<file path="src/rtl/bin2bcd_pkg.sv">
// Shared definitions for the parametrised binary-to-BCD converter.
package bin2bcd_pkg;

  // Controller states; 2'b11 is unused and recovers to ST_IDLE.
  typedef enum logic [1:0] {
    ST_IDLE = 2'b00,
    ST_OP   = 2'b01,
    ST_DONE = 2'b10
  } state_e;

  // Double-dabble correction: digits above 4 get 3 added before the shift.
  localparam logic [3:0] BCD_ADJ_THRESH = 4'd4;
  localparam logic [3:0] BCD_ADJ_ADD    = 4'd3;

endpackage

</file>
<file path="src/rtl/bcd_digit_adj.sv">
// One BCD digit slice of the shift-and-add-3 datapath: correct, then shift in a carry.
module bcd_digit_adj
  import bin2bcd_pkg::*;
(
  input  logic [3:0] i_digit,
  input  logic       i_carry,
  output logic [3:0] o_digit,
  output logic       o_carry
);

  logic [3:0] w_adj;

  // Add-3 correction followed by a one-bit left shift; adj[3] ripples to the next digit.
  always_comb begin
    w_adj   = (i_digit > BCD_ADJ_THRESH) ? (i_digit + BCD_ADJ_ADD) : i_digit;
    o_digit = {w_adj[2:0], i_carry};
    o_carry = w_adj[3];
  end

endmodule

</file>
<file path="src/rtl/bin2bcd_param.sv">
// Multi-cycle binary-to-BCD converter with optional signed input, sticky overflow
// and a leading-zero blank mask. One input bit is consumed per OP cycle.
module bin2bcd_param
  import bin2bcd_pkg::*;
#(
  parameter int unsigned BIN_W    = 13,
  parameter int unsigned N_DIGITS = 4,
  parameter int unsigned SIGNED   = 0
) (
  input  logic                    clk_amisha,
  input  logic                    reset_amisha,
  input  logic                    start_amisha,
  input  logic [BIN_W-1:0]        bin_amisha,
  output logic                    ready_amisha,
  output logic                    done_tick_amisha,
  output logic [4*N_DIGITS-1:0]   bcd_amisha,
  output logic                    neg_amisha,
  output logic                    ovf_amisha,
  output logic [N_DIGITS-1:0]     blank_amisha
);

  localparam int unsigned CNT_W = $clog2(BIN_W + 1);

  state_e                  r_state;
  logic [BIN_W-1:0]        r_shift;
  logic [CNT_W-1:0]        r_cnt;
  logic [4*N_DIGITS-1:0]   r_bcd;
  logic                    r_neg;
  logic                    r_ovf;

  logic [BIN_W-1:0]        w_mag;
  logic                    w_neg_in;
  logic [CNT_W-1:0]        w_cnt_dec;
  logic [4*N_DIGITS-1:0]   w_bcd_next;
  logic                    w_ovf_step;
  logic [N_DIGITS-1:0]     w_blank;
  logic                    w_zero_above;

  // Sign and magnitude of the incoming value; the most-negative input wraps to 2^(BIN_W-1).
  always_comb begin
    w_neg_in = (SIGNED != 0) && bin_amisha[BIN_W-1];
    w_mag    = w_neg_in ? (~bin_amisha + {{(BIN_W-1){1'b0}}, 1'b1}) : bin_amisha;
  end

  assign w_cnt_dec = r_cnt - {{(CNT_W-1){1'b0}}, 1'b1};

  // Chain of digit slices; digit 0 takes the shift register MSB as its carry-in.
  for (genvar gi = 0; gi < N_DIGITS; gi++) begin : g_dig
    logic       w_cin;
    logic       w_cout;
    logic [3:0] w_next;

    if (gi == 0) begin : g_first
      assign w_cin = r_shift[BIN_W-1];
    end else begin : g_rest
      assign w_cin = g_dig[gi-1].w_cout;
    end

    bcd_digit_adj u_adj (
      .i_digit (r_bcd[4*gi +: 4]),
      .i_carry (w_cin),
      .o_digit (w_next),
      .o_carry (w_cout)
    );

    assign w_bcd_next[4*gi +: 4] = w_next;
  end

  // A carry out of the top digit means the value no longer fits.
  assign w_ovf_step = g_dig[N_DIGITS-1].w_cout;

  // Controller and datapath registers; bcd/neg/ovf hold the last result while idle.
  always_ff @(posedge clk_amisha or posedge reset_amisha) begin
    if (reset_amisha) begin
      r_state <= ST_IDLE;
      r_shift <= '0;
      r_cnt   <= '0;
      r_bcd   <= '0;
      r_neg   <= 1'b0;
      r_ovf   <= 1'b0;
    end else begin
      case (r_state)
        ST_IDLE: begin
          if (start_amisha) begin
            r_shift <= w_mag;
            r_bcd   <= '0;
            r_ovf   <= 1'b0;
            r_neg   <= w_neg_in;
            r_cnt   <= CNT_W'(BIN_W);
            r_state <= ST_OP;
          end
        end
        ST_OP: begin
          r_bcd   <= w_bcd_next;
          r_shift <= {r_shift[BIN_W-2:0], 1'b0};
          r_cnt   <= w_cnt_dec;
          r_ovf   <= r_ovf | w_ovf_step;
          if (w_cnt_dec == '0) begin
            r_state <= ST_DONE;
          end
        end
        ST_DONE: begin
          r_state <= ST_IDLE;
        end
        default: begin
          r_state <= ST_IDLE;
        end
      endcase
    end
  end

  // Blank digit i when it and every higher digit are zero; digit 0 always shows.
  always_comb begin
    w_blank      = '0;
    w_zero_above = 1'b1;
    for (int i = N_DIGITS - 1; i >= 1; i--) begin
      w_zero_above = w_zero_above & (r_bcd[4*i +: 4] == 4'd0);
      w_blank[i]   = w_zero_above;
    end
  end

  assign ready_amisha     = (r_state == ST_IDLE);
  assign done_tick_amisha = (r_state == ST_DONE);
  assign bcd_amisha       = r_bcd;
  assign neg_amisha       = r_neg;
  assign ovf_amisha       = r_ovf;
  assign blank_amisha     = w_blank;

endmodule

</file>
<file path="config.mk">
export PLATFORM = sky130hd
export DESIGN_NAME = bin2bcd_param
export DESIGN_NICKNAME = d
export VERILOG_FILES = /design/src/rtl/bin2bcd_pkg.sv /design/src/rtl/bcd_digit_adj.sv /design/src/rtl/bin2bcd_param.sv
export SDC_FILE = /design/constraint.sdc
export NUM_CORES = 1
export LEC_CHECK = 0
export BUFFER_PORTS_ARGS = -buffer_cell sky130_fd_sc_hd__buf_2
export CAP_MARGIN = 5
export CORE_MARGIN = 2
export CORE_UTILIZATION = 40
export DETAILED_ROUTE_END_ITERATION = 6
export GPL_ROUTABILITY_DRIVEN = 0
export GPL_TIMING_DRIVEN = 0
export PLACE_DENSITY_LB_ADDON = 0.12
export RECOVER_POWER = 50
export SKIP_CTS_REPAIR_TIMING = 1
export SLEW_MARGIN = 15
export SYNTH_ARGS = -nofsm -noshare
export SYNTH_HDL_FRONTEND = slang
export SYNTH_SLANG_ARGS = --single-unit
</file>
<file path="constraint.sdc">
create_clock -name clk_amisha -period 2.4 [get_ports clk_amisha]
set_clock_uncertainty 0.15 [all_clocks]
set_input_delay 0.48 -clock clk_amisha [delete_from_list [all_inputs] [get_ports clk_amisha]]
set_output_delay 0.48 -clock clk_amisha [all_outputs]
set_load 0.02 [all_outputs]
</file>
### Yosys cells after proc, flatten, opt, wreduce, memory -nomap -nowiden

Index checks and enable logic that the tools add are counted.

| word-level totals | value |
|---|---|
| input port bits | 16 |
| output and inout port bits | 24 |
| word-level logic and storage cells | 44 |
| register bits | 36 |

| operators by class | value |
|---|---|
| reduce and logical (&&, ||, !) cells | 8 |
| equal/unequal tests | 4 |
| multiplexer cells | 15 |
| magnitude comparators | 4 |
| bitwise logic cells | 3 |
| add/subtract/negate cells | 5 |

Operators by type and width:

| operator | number |
|---|---|
| $pmux W16 S2 | 1 |
| $pmux W13 S2 | 1 |
| $mux W4 | 5 |
| $add A4 B2 Y4 const B | 4 |
| $gt A4 B3 Y1 const B | 4 |
| $logic_not A4 Y1 | 4 |
| $mux W16 | 1 |
| $mux W13 | 1 |
| $pmux W4 S2 | 1 |
| $mux W2 | 2 |
| $ne A2 B2 Y1 const B | 2 |
| $pmux W2 S2 | 1 |
| $reduce_and A2 Y1 | 2 |
| $sub A4 B1 Y4 const B | 1 |
| $and A1 B1 Y1 | 2 |
| $eq A2 B1 Y1 const B | 1 |
| $eq A2 B2 Y1 const B | 1 |
| $logic_not A2 Y1 | 1 |
| $pmux W1 S2 | 1 |
| $reduce_bool A2 Y1 | 1 |
| $mux W1 | 1 |
| $or A1 B1 Y1 | 1 |

### Longest topological paths before layout

Gate-level depths: netlist of the first run.

| logic depth | value |
|---|---|
| word-level depth | 4 |
| gate-level depth with buffers | 6 |
| gate-level depth less buffers | 5 |

### By module

Synthesis of the first run repeated with hierarchy kept, for this count alone.

| second synthesis, totals | value |
|---|---|
| cell total of the unflattened synthesis | 221 |
| area, all modules | 2104.5 µm² |

Modules (own cells, without submodules):

| module | area each (µm²) | sequential area each (µm²) | cells each | times used |
|---|---|---|---|---|
| bin2bcd_param | 1659.1 | 900.9 | 157 | 1 |
| bcd_digit_adj | 111.4 | 0.0 | 16 | 4 |

### Worst setup path after synthesis of the first run

No wires, ideal clock.

| path | value |
|---|---|
| path kind | register to output |
| from | register r_bcd[12], in the netlist bcd_amisha[12] |
| to | output port blank_amisha[1] |
| arrival | 1.863 ns |
| cell stages (with the launch flop) | 7 |
| setup slack | -0.093 ns |
| buffers on the path | 1 |
| data required time | 1.770 ns |
| cells stage by stage | dfrtp_1 inv_1 ha_1 nor3b_2 and3_1 and3_1 buf_4 |

| between the ends | value |
|---|---|
| longest elaborated chain between the ends | 3 |

Ends and longest elaborated chain:

| item | line | RTL |
|---|---|---|
| start: declaration | bin2bcd_param.sv:27 | `logic [4*N_DIGITS-1:0] r_bcd;` |
| start signal: assignment | bin2bcd_param.sv:94 | `r_bcd <= w_bcd_next;` |
| $logic_not A4 Y1 | bin2bcd_param.sv:117 | `w_zero_above = w_zero_above & (r_bcd[4*i +: 4] == 4'd0);` |
| net blank_amisha[3] | bin2bcd_param.sv:19 | `output logic [N_DIGITS-1:0] blank_amisha` |
| $and A1 B1 Y1 | bin2bcd_param.sv:117 |  |
| net blank_amisha[2] | bin2bcd_param.sv:19 |  |
| $and A1 B1 Y1 | bin2bcd_param.sv:117 |  |
| end: declaration | bin2bcd_param.sv:19 |  |

The timed path passes the listed nets, and every way through them passes these cells.

### Worst setup path after layout of the first run

| path | value |
|---|---|
| from | register r_bcd[13], in the netlist bcd_amisha[13] |
| to | output port blank_amisha[1] |

| between the ends | value |
|---|---|
| longest elaborated chain between the ends | 3 |

Ends and longest elaborated chain:

| item | line |
|---|---|
| $logic_not A4 Y1 | bin2bcd_param.sv:117 |
| $and A1 B1 Y1 (2 in a row) | bin2bcd_param.sv:117 |

Every way passes these cells.

==> results of run 1 <==
[cell type report]
class	count	area (um2)	share of cell area, %
multi-input combinational	141	977	40.5
sequential	36	901	37.3
timing repair buffer	42	228	9.44
clock buffer	8	90.1	3.73
buffer	14	83.8	3.48
tap	67	83.8	3.48
inverter	13	48.8	2.02
[synthesized netlist by cell type (4+ instances only)]
| master | instances | area [um2] |
|---|---|---|
| and3b_1 | 12 | 105 |
| nor3_1 | 4 | 20.0 |
| mux2i_1 | 4 | 40.0 |
| ha_1 | 6 | 75.1 |
| buf_2 | 6 | 30.0 |
| o22ai_1 | 4 | 25.0 |
| or3_1 | 4 | 25.0 |
| nand2_1 | 18 | 67.6 |
| a32o_1 | 8 | 80.1 |
| o31ai_1 | 4 | 30.0 |
| inv_1 | 13 | 48.8 |
| dfrtp_1 | 36 | 901 |
| buf_4 | 4 | 30.0 |
| o21a_1 | 5 | 37.5 |
| nor2b_1 | 5 | 31.3 |
| nor2_1 | 7 | 26.3 |
| o21ai_0 | 25 | 125 |
| a21oi_1 | 12 | 60.1 |
| buf_6 | 4 | 45.0 |
[power by group through the flow]
stage / clock [mW] / sequential, mW / combinational, mW
3_5_place_dp: 0 / 1.15 / 1.79
6_report: 0.440 / 1.14 / 1.79
2_1_floorplan: 0 / 1.25 / 1.21
3_3_place_gp: 0 / 1.15 / 1.76
5_1_grt: 0.476 / 1.18 / 2.02
4_1_cts: 0.455 / 1.14 / 1.79
[flip-flops by register name (all words and copies together), names as in the netlist]
register and cells:
r_state 2, r_cnt 4, r_shift 13, bcd_amisha 16
ovf_amisha 1
[worst max-delay path: cells and delay by family, from the launching register on]
kind	cells	cell delay, ns
AND/OR/NAND/NOR	3	0.59
flip-flops	1	0.41
buffers and inverters	2	0.20
adder cells (fa/ha/maj)	1	0.16
[worst paths after layout]
path                                     start               to  slack [ns]  depth (start not counted)
worst max-delay path            bcd_amisha[13]  blank_amisha[1]        0.13                          6
worst min-delay path               r_shift[12]    bcd_amisha[0]        0.33                          2
worst max register to register      r_state[1]   bcd_amisha[15]        0.28                          5
worst min register to register     r_shift[12]    bcd_amisha[0]        0.33                          2
max in group asynchronous         reset_amisha    bcd_amisha[2]        0.55                          4
min in group asynchronous         reset_amisha   bcd_amisha[13]        0.54                          3
[routing by layer]
layer,vias up,part of all wire (%),wire length (um)
li1,833,-,-
met1,789,50,2160
met2,33,45,1950
met3,4,4.4,191
met4,0,0.62,27
met5,-,0,0
[logic make-up after synthesis]
logic type	count (synthesis)	synth area share [%]
AOI/OAI and AO/OA	72	24.5
and+or+nand+nor	57	16.9
DFF	36	44.8
buffers and inverters	28	7.85
adders and majority gates	6	3.74
muxes	4	1.99
other	1	0.187
[through the flow]
step / instances / setup TNS, ns / worst slack, ns
global route: 321 / 0 / 0.0303
floorplan: 205 / 0 / 0.0231
global placement: 309 / 0 / 0.161
CTS: 318 / -0.169 / -0.169
finish: 321 / 0 / 0.125
detailed placement: 310 / 0 / 0.148
==> impl_metrics.tcl, run 1 <==
set metrics [dict create \
    drtAntennaViolNets 0 \
    final_util_pct 50.4 \
    vias_per_cell 5.17 \
    met3_usage_pct 3.61 \
    track_usage_pct 16.6 \
    gr-total-overflow 0 \
    synth.yosys.warnings 0 \
    start_util_pct 42.0 \
    num_antenna_cells 0 \
    wl_per_cell_um 13.5 \
    grt_max_degree 30 \
    io_buffer_count 37 \
    synth_area_um2 2010 \
    fin_hold_ws_ns 0.335 \
    htreeDepth 2 \
    design_area_um2 2410 \
    nFillCells 453 \
    root_buffer "clkbuf_8" \
    critPathRequiredTime_ns 1.77 \
    dpl.hpwl_mm 3.01 \
    switching_share_pct 42.9 \
    power_density_nw_per_um2 1400 \
    tritoncts "built" \
    p_switching_mw 1.45 \
    power_mw 3.37 \
    relSlewSlack_pct 51.4 \
    area_delta_synth_final_pct 20.0 \
    worst_pin_slew_ns 0.729 \
    drv_cap 0 \
    synthArstFlopShare_pct 100 \
    synthCells 204 \
    core_um2 4790 \
    cp.arrival_ns 1.64 \
    hp-class "reg -> reg" \
    clock_path_buffers 2 \
    final-hold-violation-count 0 \
    ios 40 \
    p_seq_share_pct 33.7 \
    pwr-share-comb_pct 53.2 \
    ys_types 37 \
    end_kind "output pin" \
    cp_slowest_cell "dfrtp_1" \
    grt_pass1_vias 1507 \
    synth-edff-count 0 \
    dieArea_um2 5610 \
    min_period_over_period_pct 94.8 \
    crit_type "reg -> out" \
    layout_common_cells "39 x buf_2, 36 x dfrtp_1, 26 x o21ai_0" \
    grt_pass1_wl_mm 7.14 \
    dpl_cell_area_um2 2310 \
    p_leak_nw 1.17 \
    seq_area_frac_synth_pct 44.8 \
    grtUsageMet1_pct 23.5 \
    rows 25 \
    syn_avg_cell_area_um2 9.85 \
    critPathMaxStageDelay_ns 0.41 \
    cp-start-kind "flop" \
    synth_ff_type "dfrtp_1" \
    dr.pass1.iters 4 \
    cpMostUsedCell "and3_4" \
    cp_max_fo 5 \
    fmax_ghz 0.440 \
    drc_errors 0 \
    drive_gt1_share_pct 25.6 \
    rsz0062_at_grt "no" \
    clk_latency_ns 0.28 \
    status "finished, final reports clean" \
    antenna_found_initial 0 \
    synth_seq_cells 36 \
    final_net_count 275 \
    setup_viol 0 \
    vdd_drop_max_uv 795 \
    die_x_um 74.9 \
    finalCriticalPeriod_ns 2.27 \
    num_vias 1659 \
    slew_viol_final 0 \
    worstPathCellList "inv_2, ha_4, nor3b_4, and3_4, and3_4, buf_6" \
    drt-total-wl_mm 4.33 \
    layout_commonest_cell "buf_2" \
    drt-initial-drc-count 52 \
    p_int_mw 1.92 \
    numCtsBuffers 5 \
    cts.sinks 36 \
    clk_pin_slew_ns 0.07 \
    grt_util_met2_pct 25.4 \
    die_height_um 74.9 \
    clkPwrFrac_pct 13.1 \
    grt-busiest-layer "met2" \
]
Note: power is estimated with default switching activity, not from simulation.
==> run 2, diff against run 1 <==
--- a/config.mk
+++ b/config.mk
@@ -6,7 +6,7 @@
 export NUM_CORES = 1
 export LEC_CHECK = 0
 export BUFFER_PORTS_ARGS = -buffer_cell sky130_fd_sc_hd__buf_2
-export CAP_MARGIN = 5
+export CAP_MARGIN = 20
 export CORE_MARGIN = 2
 export CORE_UTILIZATION = 40
 export DETAILED_ROUTE_END_ITERATION = 6
@@ -18,4 +18,5 @@
 export SLEW_MARGIN = 15
 export SYNTH_ARGS = -nofsm -noshare
 export SYNTH_HDL_FRONTEND = slang
+export SYNTH_HIERARCHICAL = 1
 export SYNTH_SLANG_ARGS = --single-unit
==> constraint.sdc (replaced) <==
create_clock -name clk_amisha -period 2.4 [get_ports clk_amisha]
set_clock_uncertainty 0.15 [all_clocks]
set_input_delay 0.48 -clock clk_amisha [delete_from_list [all_inputs] [get_ports clk_amisha]]
set_output_delay 0.48 -clock clk_amisha [all_outputs]
set_load 0.05 [all_outputs]
==> run 2 against run 1 <==
  * Sequential power rose by 4%
  * Critical path depth decreased by 2
  * Sequential share of layout area down 0.96 points
  * First-iteration DRC count increased by 44%
  * Fmax grew 1.5%
  * Die area grew 4.5%
  * Global-route usage decreased by 1.3 points
  * Area after synthesis is 4.7% higher
  * Design area up 3.1%
  * Synthesized cell count up 8.3%
  * Critical path type unchanged
  * Largest cell class unchanged
==> impl_metrics.tcl, run 2 <==
set metrics [dict create \
    status "finished, final reports clean" \
    antenna_found_initial 0 \
    drv_cap 0 \
    finalCriticalPeriod_ns 2.24 \
    yosys.cell_count.top_type "dfrtp_1" \
    place_inst 330 \
    htreeDepth 2 \
    cp.arrival_ns 1.61 \
    ios 40 \
    min_period_over_period_pct 93.4 \
    synth_ff_type "dfrtp_1" \
    crit_type "reg -> out" \
    slew_viol_final 0 \
    end_kind "output pin" \
    clk_pin_slew_ns 0.07 \
    dpl_cell_area_um2 2420 \
    vias_per_cell 5.02 \
    dieArea_um2 5860 \
    clk_latency_ns 0.27 \
    final_cells 339 \
    start_util_pct 41.2 \
    drc_errors 0 \
    num_vias 1701 \
    p_switching_mw 1.82 \
    numCtsBuffers 5 \
    ys_top_cells_by_count "36 x dfrtp_1, 22 x o21ai_0, 18 x inv_1" \
    synth-edff-count 0 \
    synthTopCellsByArea "dfrtp_1 43%, a22o_1 6.7%, ha_1 5.9%" \
    final-hold-violation-count 0 \
    die_height_um 76.5 \
    power_mw 3.78 \
    synthCells 221 \
    p_leak_nw 1.27 \
    switching_share_pct 48.2 \
    path_delay_family "simple AND/OR/NAND/NOR gates" \
    largest_register_ffs 16 \
    yosys.area.top_type "dfrtp_1" \
    final_net_count 294 \
    rows 26 \
    worstPathCellList "nor4_4, and3_1, buf_4, buf_2" \
    ys_types 34 \
    clkPwrFrac_pct 11.5 \
    crit_buf_inv 2 \
    pwr-share-comb_pct 57.1 \
    drtAntennaViolNets 0 \
    tns_ns 0 \
    die_x_um 76.5 \
    layout_commonest_cell "buf_2" \
    fmax_ghz 0.446 \
    grt_pass1_wl_mm 7.36 \
    relSlewSlack_pct 48.3 \
    final_util_pct 48.7 \
    cp-start-kind "flop" \
    seq_area_frac_synth_pct 42.8 \
    tritoncts "built" \
    syn_avg_cell_area_um2 9.52 \
    gr-total-overflow 0 \
    rsz0062_at_grt "no" \
    cp_slowest_cell "dfrtp_2" \
    synthArstFlopShare_pct 100 \
    clock_path_buffers 2 \
    layout_common_cells "38 x buf_2, 33 x dfrtp_1, 22 x o21ai_0" \
    nFillCells 528 \
    cp_max_fo 7 \
    root_buffer "clkbuf_8" \
    drt-initial-drc-count 75 \
    vdd_drop_max_uv 590 \
    dpl.hpwl_mm 2.99 \
    drive_gt1_share_pct 24.5 \
    track_usage_pct 15.3 \
    grt_pass1_vias 1615 \
    io_buffer_count 37 \
    core_um2 5110 \
    setup_viol 0 \
    synth_area_um2 2100 \
    area_delta_synth_final_pct 18.1 \
    hp-class "reg -> reg" \
    wl_per_cell_um 12.3 \
    critPathRequiredTime_ns 1.77 \
    critPathMaxStageDelay_ns 0.46 \
    dr.pass1.iters 6 \
    p_int_mw 1.96 \
    synth.yosys.warnings 6 \
    power_density_nw_per_um2 1520 \
    grt_max_degree 32 \
    synth_top_area_share_pct 42.8 \
    num_antenna_cells 0 \
    cts.sinks 36 \
    p_seq_share_pct 31.4 \
    synth_seq_cells 36 \
    worst_pin_slew_ns 0.776 \
    design_area_um2 2490 \
    drt-total-wl_mm 4.18 \
]
==> run 2: changes by cell type after synthesis, sizes merged, moves of 5 or more <==
cell    delta
a22o      +16
a32o       -8
a21oi      +7
inv        +5
nand2b     +5
o21a       -5
==> run 2: path summary, 6_finish.rpt <==
| check | start | endpoint | slack [ns] | cells after the start |
|---|---|---|---|---|
| setup / recovery | bcd_amisha[14] | blank_amisha[1] | 0.16 | 4 |
| hold / removal | r_shift[9] | r_shift[9] | 0.33 | 2 |
| setup reg to reg | r_state[1] | bcd_amisha[2] | 0.57 | 4 |
| hold reg to reg | r_shift[9] | r_shift[9] | 0.33 | 2 |
| max in group asynchronous | reset_amisha | bcd_amisha[13] | 0.57 | 4 |
| min in group asynchronous | reset_amisha | bcd_amisha[9] | 0.49 | 3 |
==> run 2: layout make-up <==
cell class / instances / area, um2 / share of cell area, %
Inverter: 18 / 67.6 / 2.72
Buffer: 18 / 105 / 4.23
Timing Repair Buffer: 39 / 200 / 8.05
Tap cell: 70 / 87.6 / 3.52
Multi-Input combinational cell: 150 / 1030 / 41.5
Clock buffer: 8 / 90.1 / 3.62
Sequential cell: 36 / 905 / 36.4
==> run 2: per-stage QoR <==
stage / hold slack (ns) / setup WS, ns
floorplan: 0.300 / 0.0459
global placement: 0.311 / 0.284
detailed placement: 0.223 / 0.441
CTS: -0.0744 / 0.132
global route: 0.356 / 0.0487
finish: 0.332 / 0.158
==> run 2: logic make-up after synthesis <==
group / synth area share, %
other: 0.178
AND/OR/NAND/NOR: 15.5
XOR/XNOR: 1.66
AO/OA/AOI/OAI: 23.4
adder cells (fa/ha/maj): 5.95
flip-flops: 42.8
buffers and inverters: 8.62
multiplexers: 1.90
==> run 2: worst min-delay path: cells and delay by family (launching register included) <==
kind / cells / cell delay, ns
compound gates: 1 / 0.06
flops: 1 / 0.34
simple gates: 1 / 0.05
==> run 2: metal layers <==
layer | global-route usage [%] | up-vias | share of wire [%]
li1 | - | 861 | -
met1 | 19.8 | 803 | 48
met2 | 25.8 | 35 | 48
met3 | 4.15 | 2 | 3.7
met4 | 2.91 | 0 | 0.36
met5 | 0 | - | 0
==> run 2: power groups by stage <==
stage	Clock, mW	Combinational, mW	Sequential [mW]
3_3_place_gp	0	2.18	1.20
6_report	0.435	2.16	1.19
3_5_place_dp	0	2.22	1.20
4_1_cts	0.450	2.22	1.19
2_1_floorplan	0	1.35	1.58
5_1_grt	0.488	2.39	1.24
